<file path="src/rtl/qu_common.sv">
// ============================================================================
// Module      : qu_common
// Description : Shared types and constants for the Qu out-of-order core.
// Revision    : 1.0 - initial release
// ============================================================================
`default_nettype none

package qu_common;

  localparam int ROB_DEPTH         = 8;
  localparam int ROB_ADDR_WIDTH    = $clog2(ROB_DEPTH);
  localparam int ROB_COUNT_WIDTH   = ROB_ADDR_WIDTH + 1;
  localparam int PHY_RF_ADDR_WIDTH = 6;

  // Entry lifecycle encoding; RETIRED means "result written, awaiting commit"
  localparam logic [1:0] ROB_STATE_EMPTY   = 2'b00;
  localparam logic [1:0] ROB_STATE_RETIRED = 2'b01;
  localparam logic [1:0] ROB_STATE_EXECUTE = 2'b10;
  localparam logic [1:0] ROB_STATE_PENDING = 2'b11;

  typedef logic [ROB_ADDR_WIDTH-1:0]    rob_addr_t;
  typedef logic [ROB_COUNT_WIDTH-1:0]   rob_count_t;
  typedef logic [PHY_RF_ADDR_WIDTH-1:0] phy_addr_t;

  typedef struct packed {
    logic [31:0] value;
    phy_addr_t   dest;
    logic [1:0]  state;
  } rob_cell_t;

endpackage

`default_nettype wire

</file>
<file path="src/rtl/qu_rob_if.sv">
// ============================================================================
// Module      : qu_rob_if
// Description : Dispatch, issue, writeback, commit and lookup bundle of qu_rob.
// Revision    : 1.0 - initial release
// ============================================================================
`default_nettype none

interface qu_rob_if;
  import qu_common::*;

  logic        alloc_valid;
  logic        alloc_ready;
  phy_addr_t   alloc_dest;
  rob_addr_t   alloc_rob_addr;
  logic        issue_valid;
  rob_addr_t   issue_rob_addr;
  logic        wb_valid;
  rob_addr_t   wb_rob_addr;
  logic [31:0] wb_value;
  logic        commit_valid;
  logic        commit_ready;
  rob_addr_t   commit_rob_addr;
  phy_addr_t   commit_dest;
  logic [31:0] commit_value;
  rob_addr_t   lookup_j_addr;
  rob_addr_t   lookup_k_addr;
  logic        lookup_j_ready;
  logic        lookup_k_ready;
  logic [31:0] lookup_j_value;
  logic [31:0] lookup_k_value;
  logic        full;
  logic        empty;
  rob_count_t  count;

  modport slave (
    input  alloc_valid, alloc_dest, issue_valid, issue_rob_addr,
           wb_valid, wb_rob_addr, wb_value, commit_ready,
           lookup_j_addr, lookup_k_addr,
    output alloc_ready, alloc_rob_addr, commit_valid, commit_rob_addr,
           commit_dest, commit_value, lookup_j_ready, lookup_k_ready,
           lookup_j_value, lookup_k_value, full, empty, count
  );

  modport master (
    output alloc_valid, alloc_dest, issue_valid, issue_rob_addr,
           wb_valid, wb_rob_addr, wb_value, commit_ready,
           lookup_j_addr, lookup_k_addr,
    input  alloc_ready, alloc_rob_addr, commit_valid, commit_rob_addr,
           commit_dest, commit_value, lookup_j_ready, lookup_k_ready,
           lookup_j_value, lookup_k_value, full, empty, count
  );

endinterface

`default_nettype wire

</file>
<file path="src/rtl/qu_rob.sv">
// ============================================================================
// Module      : qu_rob
// Description : In-order allocate / out-of-order writeback / in-order commit
//               reorder buffer with two operand-lookup ports.
// Revision    : 1.0 - initial release
// ============================================================================
`default_nettype none

module qu_rob
  import qu_common::*;
#(
  parameter int DEPTH = ROB_DEPTH
) (
  input  logic      clk,
  input  logic      rst_n,
  input  logic      flush,
  qu_rob_if.slave   rob
);

  rob_cell_t  r_cells [DEPTH];
  rob_addr_t  r_head;
  rob_addr_t  r_tail;
  rob_count_t r_count;

  logic       w_full;
  logic       w_empty;
  logic       w_alloc;
  logic       w_commit;
  logic       w_commit_valid;
  rob_cell_t  w_head_cell;

  function automatic rob_cell_t read_cell(input rob_addr_t addr);
    return r_cells[addr];
  endfunction

  assign w_full         = (r_count == rob_count_t'(DEPTH));
  assign w_empty        = (r_count == '0);
  assign w_head_cell    = read_cell(r_head);
  assign w_commit_valid = !w_empty && (w_head_cell.state == ROB_STATE_RETIRED);
  assign w_alloc        = rob.alloc_valid && rob.alloc_ready;
  assign w_commit       = w_commit_valid && rob.commit_ready;

  // alloc_ready looks only at registered occupancy; a same-cycle commit does not free a slot
  assign rob.alloc_ready     = !w_full && !flush;
  assign rob.alloc_rob_addr  = r_tail;
  assign rob.commit_valid    = w_commit_valid;
  assign rob.commit_rob_addr = r_head;
  assign rob.commit_dest     = w_head_cell.dest;
  assign rob.commit_value    = w_head_cell.value;
  assign rob.full            = w_full;
  assign rob.empty           = w_empty;
  assign rob.count           = r_count;

  assign rob.lookup_j_ready  = (read_cell(rob.lookup_j_addr).state == ROB_STATE_RETIRED);
  assign rob.lookup_j_value  = read_cell(rob.lookup_j_addr).value;
  assign rob.lookup_k_ready  = (read_cell(rob.lookup_k_addr).state == ROB_STATE_RETIRED);
  assign rob.lookup_k_value  = read_cell(rob.lookup_k_addr).value;

  // head/tail wrap naturally because DEPTH equals 2**ROB_ADDR_WIDTH
  always_ff @(posedge clk or negedge rst_n) begin
    if (!rst_n) begin
      for (int i = 0; i < DEPTH; i++) begin
        r_cells[i] <= '0;
      end
      r_head  <= '0;
      r_tail  <= '0;
      r_count <= '0;
    end else if (flush) begin
      for (int i = 0; i < DEPTH; i++) begin
        r_cells[i] <= '0;
      end
      r_head  <= '0;
      r_tail  <= '0;
      r_count <= '0;
    end else begin
      for (int i = 0; i < DEPTH; i++) begin
        // writeback takes precedence over a same-tag issue
        if (rob.wb_valid && (rob.wb_rob_addr == rob_addr_t'(i)) &&
            ((r_cells[i].state == ROB_STATE_PENDING) ||
             (r_cells[i].state == ROB_STATE_EXECUTE))) begin
          r_cells[i].state <= ROB_STATE_RETIRED;
          r_cells[i].value <= rob.wb_value;
        end else if (rob.issue_valid && (rob.issue_rob_addr == rob_addr_t'(i)) &&
                     (r_cells[i].state == ROB_STATE_PENDING)) begin
          r_cells[i].state <= ROB_STATE_EXECUTE;
        end
        if (w_alloc && (r_tail == rob_addr_t'(i))) begin
          r_cells[i].value <= '0;
          r_cells[i].dest  <= rob.alloc_dest;
          r_cells[i].state <= ROB_STATE_PENDING;
        end
        if (w_commit && (r_head == rob_addr_t'(i))) begin
          r_cells[i].state <= ROB_STATE_EMPTY;
        end
      end
      if (w_alloc) begin
        r_tail <= r_tail + 1'b1;
      end
      if (w_commit) begin
        r_head <= r_head + 1'b1;
      end
      case ({w_alloc, w_commit})
        2'b10:   r_count <= r_count + 1'b1;
        2'b01:   r_count <= r_count - 1'b1;
        default: r_count <= r_count;
      endcase
    end
  end

endmodule

`default_nettype wire

</file>
<file path="src/flat_wrapper.sv">
// flat-port wrapper written by rule: the top's interface ports become plain ports
module qu_rob_flat import qu_common::*;
#(
  parameter int DEPTH = ROB_DEPTH
)
  (clk, rst_n, flush, rob_alloc_valid, rob_alloc_dest, rob_issue_valid, rob_issue_rob_addr, rob_wb_valid, rob_wb_rob_addr, rob_wb_value, rob_commit_ready, rob_lookup_j_addr, rob_lookup_k_addr, rob_alloc_ready, rob_alloc_rob_addr, rob_commit_valid, rob_commit_rob_addr, rob_commit_dest, rob_commit_value, rob_lookup_j_ready, rob_lookup_k_ready, rob_lookup_j_value, rob_lookup_k_value, rob_full, rob_empty, rob_count);
  qu_rob_if rob_i ();
  input  logic clk;
  input  logic rst_n;
  input  logic flush;
  input wire logic [$bits(rob_i.alloc_valid)-1:0] rob_alloc_valid;
  input wire logic [$bits(rob_i.alloc_dest)-1:0] rob_alloc_dest;
  input wire logic [$bits(rob_i.issue_valid)-1:0] rob_issue_valid;
  input wire logic [$bits(rob_i.issue_rob_addr)-1:0] rob_issue_rob_addr;
  input wire logic [$bits(rob_i.wb_valid)-1:0] rob_wb_valid;
  input wire logic [$bits(rob_i.wb_rob_addr)-1:0] rob_wb_rob_addr;
  input wire logic [$bits(rob_i.wb_value)-1:0] rob_wb_value;
  input wire logic [$bits(rob_i.commit_ready)-1:0] rob_commit_ready;
  input wire logic [$bits(rob_i.lookup_j_addr)-1:0] rob_lookup_j_addr;
  input wire logic [$bits(rob_i.lookup_k_addr)-1:0] rob_lookup_k_addr;
  output wire logic [$bits(rob_i.alloc_ready)-1:0] rob_alloc_ready;
  output wire logic [$bits(rob_i.alloc_rob_addr)-1:0] rob_alloc_rob_addr;
  output wire logic [$bits(rob_i.commit_valid)-1:0] rob_commit_valid;
  output wire logic [$bits(rob_i.commit_rob_addr)-1:0] rob_commit_rob_addr;
  output wire logic [$bits(rob_i.commit_dest)-1:0] rob_commit_dest;
  output wire logic [$bits(rob_i.commit_value)-1:0] rob_commit_value;
  output wire logic [$bits(rob_i.lookup_j_ready)-1:0] rob_lookup_j_ready;
  output wire logic [$bits(rob_i.lookup_k_ready)-1:0] rob_lookup_k_ready;
  output wire logic [$bits(rob_i.lookup_j_value)-1:0] rob_lookup_j_value;
  output wire logic [$bits(rob_i.lookup_k_value)-1:0] rob_lookup_k_value;
  output wire logic [$bits(rob_i.full)-1:0] rob_full;
  output wire logic [$bits(rob_i.empty)-1:0] rob_empty;
  output wire logic [$bits(rob_i.count)-1:0] rob_count;
  assign rob_i.alloc_valid = rob_alloc_valid;
  assign rob_i.alloc_dest = rob_alloc_dest;
  assign rob_i.issue_valid = rob_issue_valid;
  assign rob_i.issue_rob_addr = rob_issue_rob_addr;
  assign rob_i.wb_valid = rob_wb_valid;
  assign rob_i.wb_rob_addr = rob_wb_rob_addr;
  assign rob_i.wb_value = rob_wb_value;
  assign rob_i.commit_ready = rob_commit_ready;
  assign rob_i.lookup_j_addr = rob_lookup_j_addr;
  assign rob_i.lookup_k_addr = rob_lookup_k_addr;
  assign rob_alloc_ready = rob_i.alloc_ready;
  assign rob_alloc_rob_addr = rob_i.alloc_rob_addr;
  assign rob_commit_valid = rob_i.commit_valid;
  assign rob_commit_rob_addr = rob_i.commit_rob_addr;
  assign rob_commit_dest = rob_i.commit_dest;
  assign rob_commit_value = rob_i.commit_value;
  assign rob_lookup_j_ready = rob_i.lookup_j_ready;
  assign rob_lookup_k_ready = rob_i.lookup_k_ready;
  assign rob_lookup_j_value = rob_i.lookup_j_value;
  assign rob_lookup_k_value = rob_i.lookup_k_value;
  assign rob_full = rob_i.full;
  assign rob_empty = rob_i.empty;
  assign rob_count = rob_i.count;
  qu_rob #(.DEPTH(DEPTH)) u_core (.clk(clk), .rst_n(rst_n), .flush(flush), .rob(rob_i));
endmodule
</file>
<file path="config.mk">
export PLATFORM = sky130hd
export DESIGN_NAME = qu_rob_flat
export DESIGN_NICKNAME = d
export VERILOG_FILES = /design/src/rtl/qu_common.sv /design/src/rtl/qu_rob_if.sv /design/src/rtl/qu_rob.sv /design/src/flat_wrapper.sv
export SDC_FILE = /design/constraint.sdc
export NUM_CORES = 1
export LEC_CHECK = 0
export BUFFER_PORTS_ARGS = -buffer_cell sky130_fd_sc_hd__buf_4
export CORE_AREA = 8 8 244 176
export DETAILED_ROUTE_END_ITERATION = 10
export DIE_AREA = 0 0 252 184
export GPL_TIMING_DRIVEN = 0
export HOLD_SLACK_MARGIN = 0.03
export PLACE_DENSITY = 0.68
export SETUP_SLACK_MARGIN = 0.3
export SYNTH_ARGS = -nofsm -noshare
export SYNTH_HDL_FRONTEND = slang
export SYNTH_SLANG_ARGS = --single-unit
</file>
<file path="constraint.sdc">
create_clock -name clk -period 6.2 [get_ports clk]
set_clock_uncertainty 0.2 [all_clocks]
set_input_delay 0.62 -clock clk [delete_from_list [all_inputs] [get_ports clk]]
set_output_delay 0.62 -clock clk [all_outputs]
set_load 0.02 [all_outputs]
</file>
==> results.yml <==
critical_path:
  endpoint: "rob_commit_value[1]"
  worstSetupStartpointType: "register"
  rr_endpoint: "u_core.rob.count[3]"
  r2r_slack_ps: 2160
  endpoint_kind: "output port"
  critPathArrivalTime_ps: 3720
  cp-startpoint: "u_core.rob.commit_rob_addr[0]"
  cp_max_fo: 10
  r2r_cells: 16
  worstPathRequired_ps: 5380
  timing.rr.start: "u_core.rob.commit_rob_addr[0]"
  timing_worst_setup_path_type: "reg2out"
die:
  die_width_um: 252
  core_mm2: 0.0391
  die_h_um: 184
  initial_core_util: 0.492
  rows: 61
  die-area_mm2: 0.0464
  io_pins: 175
drt:
  vias_per_cell: 6.80
  dr.first_iter.drc_count: 2065
  ant_nets: 0
  wire_per_inst_um: 29.1
  vias: 15600
  drt_wl_total_mm: 67.0
  detail_route.first_pass.iterations: 5
  drc: 0
timing:
  worst_pin_slew_ps: 1360
  finalWorstSetupSlack_ps: 1660
  hold_viol: 0
  finalSetupTns_ps: 0
  layout_min_cycle_time_ps: 4540
  fin_hold_ws_ps: 256
  setup_viol: 0
  post-route-period-util: 0.731
  slew_viol_final: 0
  fmax_mhz: 221
  max_slew_margin: 0.0908
  rsz0062_at_grt: "no"
synth:
  syn_area_mm2: 0.0192
  ys.flop_type: "dfrtp_1"
  synth.area.top_cells: "dfrtp_1 (43%), mux4_2 (24%), a22o_1 (8.7%)"
  synth-edff-count: 0
  yosys_warnings: 0
  synth_top_area_frac: 0.430
  avgSynthCellArea_um2: 12.3
  ys_ff_latch: 330
  synthesis.instances: 1566
  synth.distinct_cells: 51
  async_reset_ff_frac: 1.00
  syn_nets: 1638
  synth_top_area_cell: "dfrtp_1"
  ys_seq_area_frac: 0.430
final_layout:
  drive_above_1_share: 0.295
  final_area_mm2: 0.0222
  fillers: 3249
  syn2layout_area_growth_pct: 15.5
  nNetsFinal: 1811
  fin_cells: 2300
  fin_util: 0.568
clock_tree:
  cts_tree: "yes"
  h-tree-depth: 2
  cts.sinks: 330
  numCtsBuffers: 36
  clk_pin_slew_ps: 60
  cts-root-buf: "clkbuf_16"
  clk_latency_ps: 540
  cts_setup_buffers: 0
  ctsResizeCount: 0
  cts_buffer_depth: 3
run:
  maxCapViolCount: 0
power:
  total_power_mw: 4.92
  peakVddDrop_v: 0.000183
  powerDensity_mw_per_mm2: 221
  p_leak_nw: 9.78
place:
  place_ws_ps: 2210
  dpl.hpwl_mm: 45.6
  dpl_cell_area_mm2: 0.0210
  gp_congestion: 0.911
  dp.cells: 2235
  port_buffers: 131
global_routing:
  grt-ovfl-total: 0
  antenna_found_initial: 2
  grt_pass1_wl_mm: 101
  grt_pass1_vias: 15800
  grt_max_degree: 105
  grt_usage: 0.288
status:
  status: "completed"
hold_path:
  hold_class: "in2reg"
## area by class of cell
class | count | area [um^2] | share of cell area
multi-input cells | 1051 | 10200 | 0.460
flip-flops and latches | 330 | 8260 | 0.372
repair buffers | 135 | 1080 | 0.0488
clock buffers | 50 | 1050 | 0.0475
plain buffers | 177 | 722 | 0.0325
well taps | 535 | 669 | 0.0301
clock inverters | 13 | 175 | 0.00789
inverters | 8 | 30.0 | 0.00135
diodes | 1 | 2.50 | 0.000113
## how the worst min path moves through the flow
| stage | from | end | slack [ps] | cells past startpoint |
|---|---|---|---|---|
| after CTS | rob_alloc_dest[3] | u_core.r_cells[165] | 240 | 3 |
| after detailed placement | u_core.r_cells[44] | u_core.r_cells[44] | 310 | 2 |
| after global routing | rob_alloc_dest[1] | u_core.r_cells[3] | 260 | 3 |
| final | rob_wb_value[7] | u_core.r_cells[95] | 260 | 3 |
| after floorplan | rst_n | u_core.r_cells[0] | 120 | 0 |
| after global placement | u_core.r_cells[283] | u_core.r_cells[283] | 300 | 2 |
## where the power goes
group          switching (mW)  internal [mW]
sequential             0.0141           2.17
combinational           0.314          0.130
clock                   0.936           1.36
## cells by family (layout without fill, tap and decap cells)
group           Yosys count  after routing  share of synthesized area
simple gates            404            404                     0.0912
mux                     312            312                      0.302
fa+ha+maj                15             15                     0.0102
compound gates          313            313                      0.125
flops                   330            330                      0.430
xor+xnor                  7              7                    0.00319
buf+inv                 185            383                     0.0391
other cells               0              1                          0
## registers in the layout (all words and copies together), names as in the netlist
register                    flops
u_core.rob.alloc_rob_addr       3
u_core.rob.count                4
u_core.r_cells                320
u_core.rob.commit_rob_addr      3
## layout by cell type, fill, tap and decap left out, types with 6 or more instances in the layout
cell type  synthesis  final
dfrtp_1          330    330
nand2_1          286    286
mux4_2           208    208
a22o_1           192    192
buf_4              1    131
clkbuf_1          94     99
a21oi_1           89     89
mux2_2            65     65
nor2_1            51     51
buf_1             49     49
mux2i_1           39     39
clkbuf_16          0     37
buf_2             31     31
ha_1              14     14
nand2b_1          12     12
nor2b_1           12     12
nand3_1           10     10
clkbuf_8           0      8
xnor2_1            7      7
a221oi_1           7      7
inv_1              6      6
nand4_1            6      6
a211oi_1           6      6
clkinv_2           0      6
## repair_timing
item                                    in CTS  in global routing
hold buffers                                 1                  0
endpoints found under the setup margin       0                  0
hold endpoints to repair                    42                  0
## layer usage
metal | GRT usage | wire (um) | up-vias
li1 | - | - | 6269
met2 | 0.420 | 29000 | 1226
met3 | 0.0934 | 8900 | 143
met4 | 0.0936 | 2110 | 2
met1 | 0.405 | 27000 | 7998
met5 | 0 | 14 | -
## synthesized netlist by cell type, types with 2 or more instances
library cell  count
dfrtp_1         330
nor3_2            5
a211oi_2          3
buf_2            31
and2_0            2
and3_1            2
nor2_1           51
mux2i_1          39
buf_1            49
nand3_2           3
a211oi_1          6
o21ai_0           5
a221oi_1          7
xnor2_1           7
nand2b_1         12
ha_1             14
o32ai_1           2
buf_6             2
a221oi_2          2
a22o_1          192
nand3_1          10
inv_2             2
nor3b_2           2
clkbuf_1         94
inv_1             6
a21oi_1          89
nor2b_1          12
nand2_1         286
mux4_2          208
nand4_1           6
and2_1            2
o31ai_1           2
mux2_2           65
## critical path, stage by stage, from the launching register on
cell and delay, ps:
dfrtp_1 520, buf_4 210, clkbuf_1 790, buf_2 650
mux4_2 570, nand2_1 80, nand2_1 150, buf_4 200
Power figures use the tool's default switching activity.
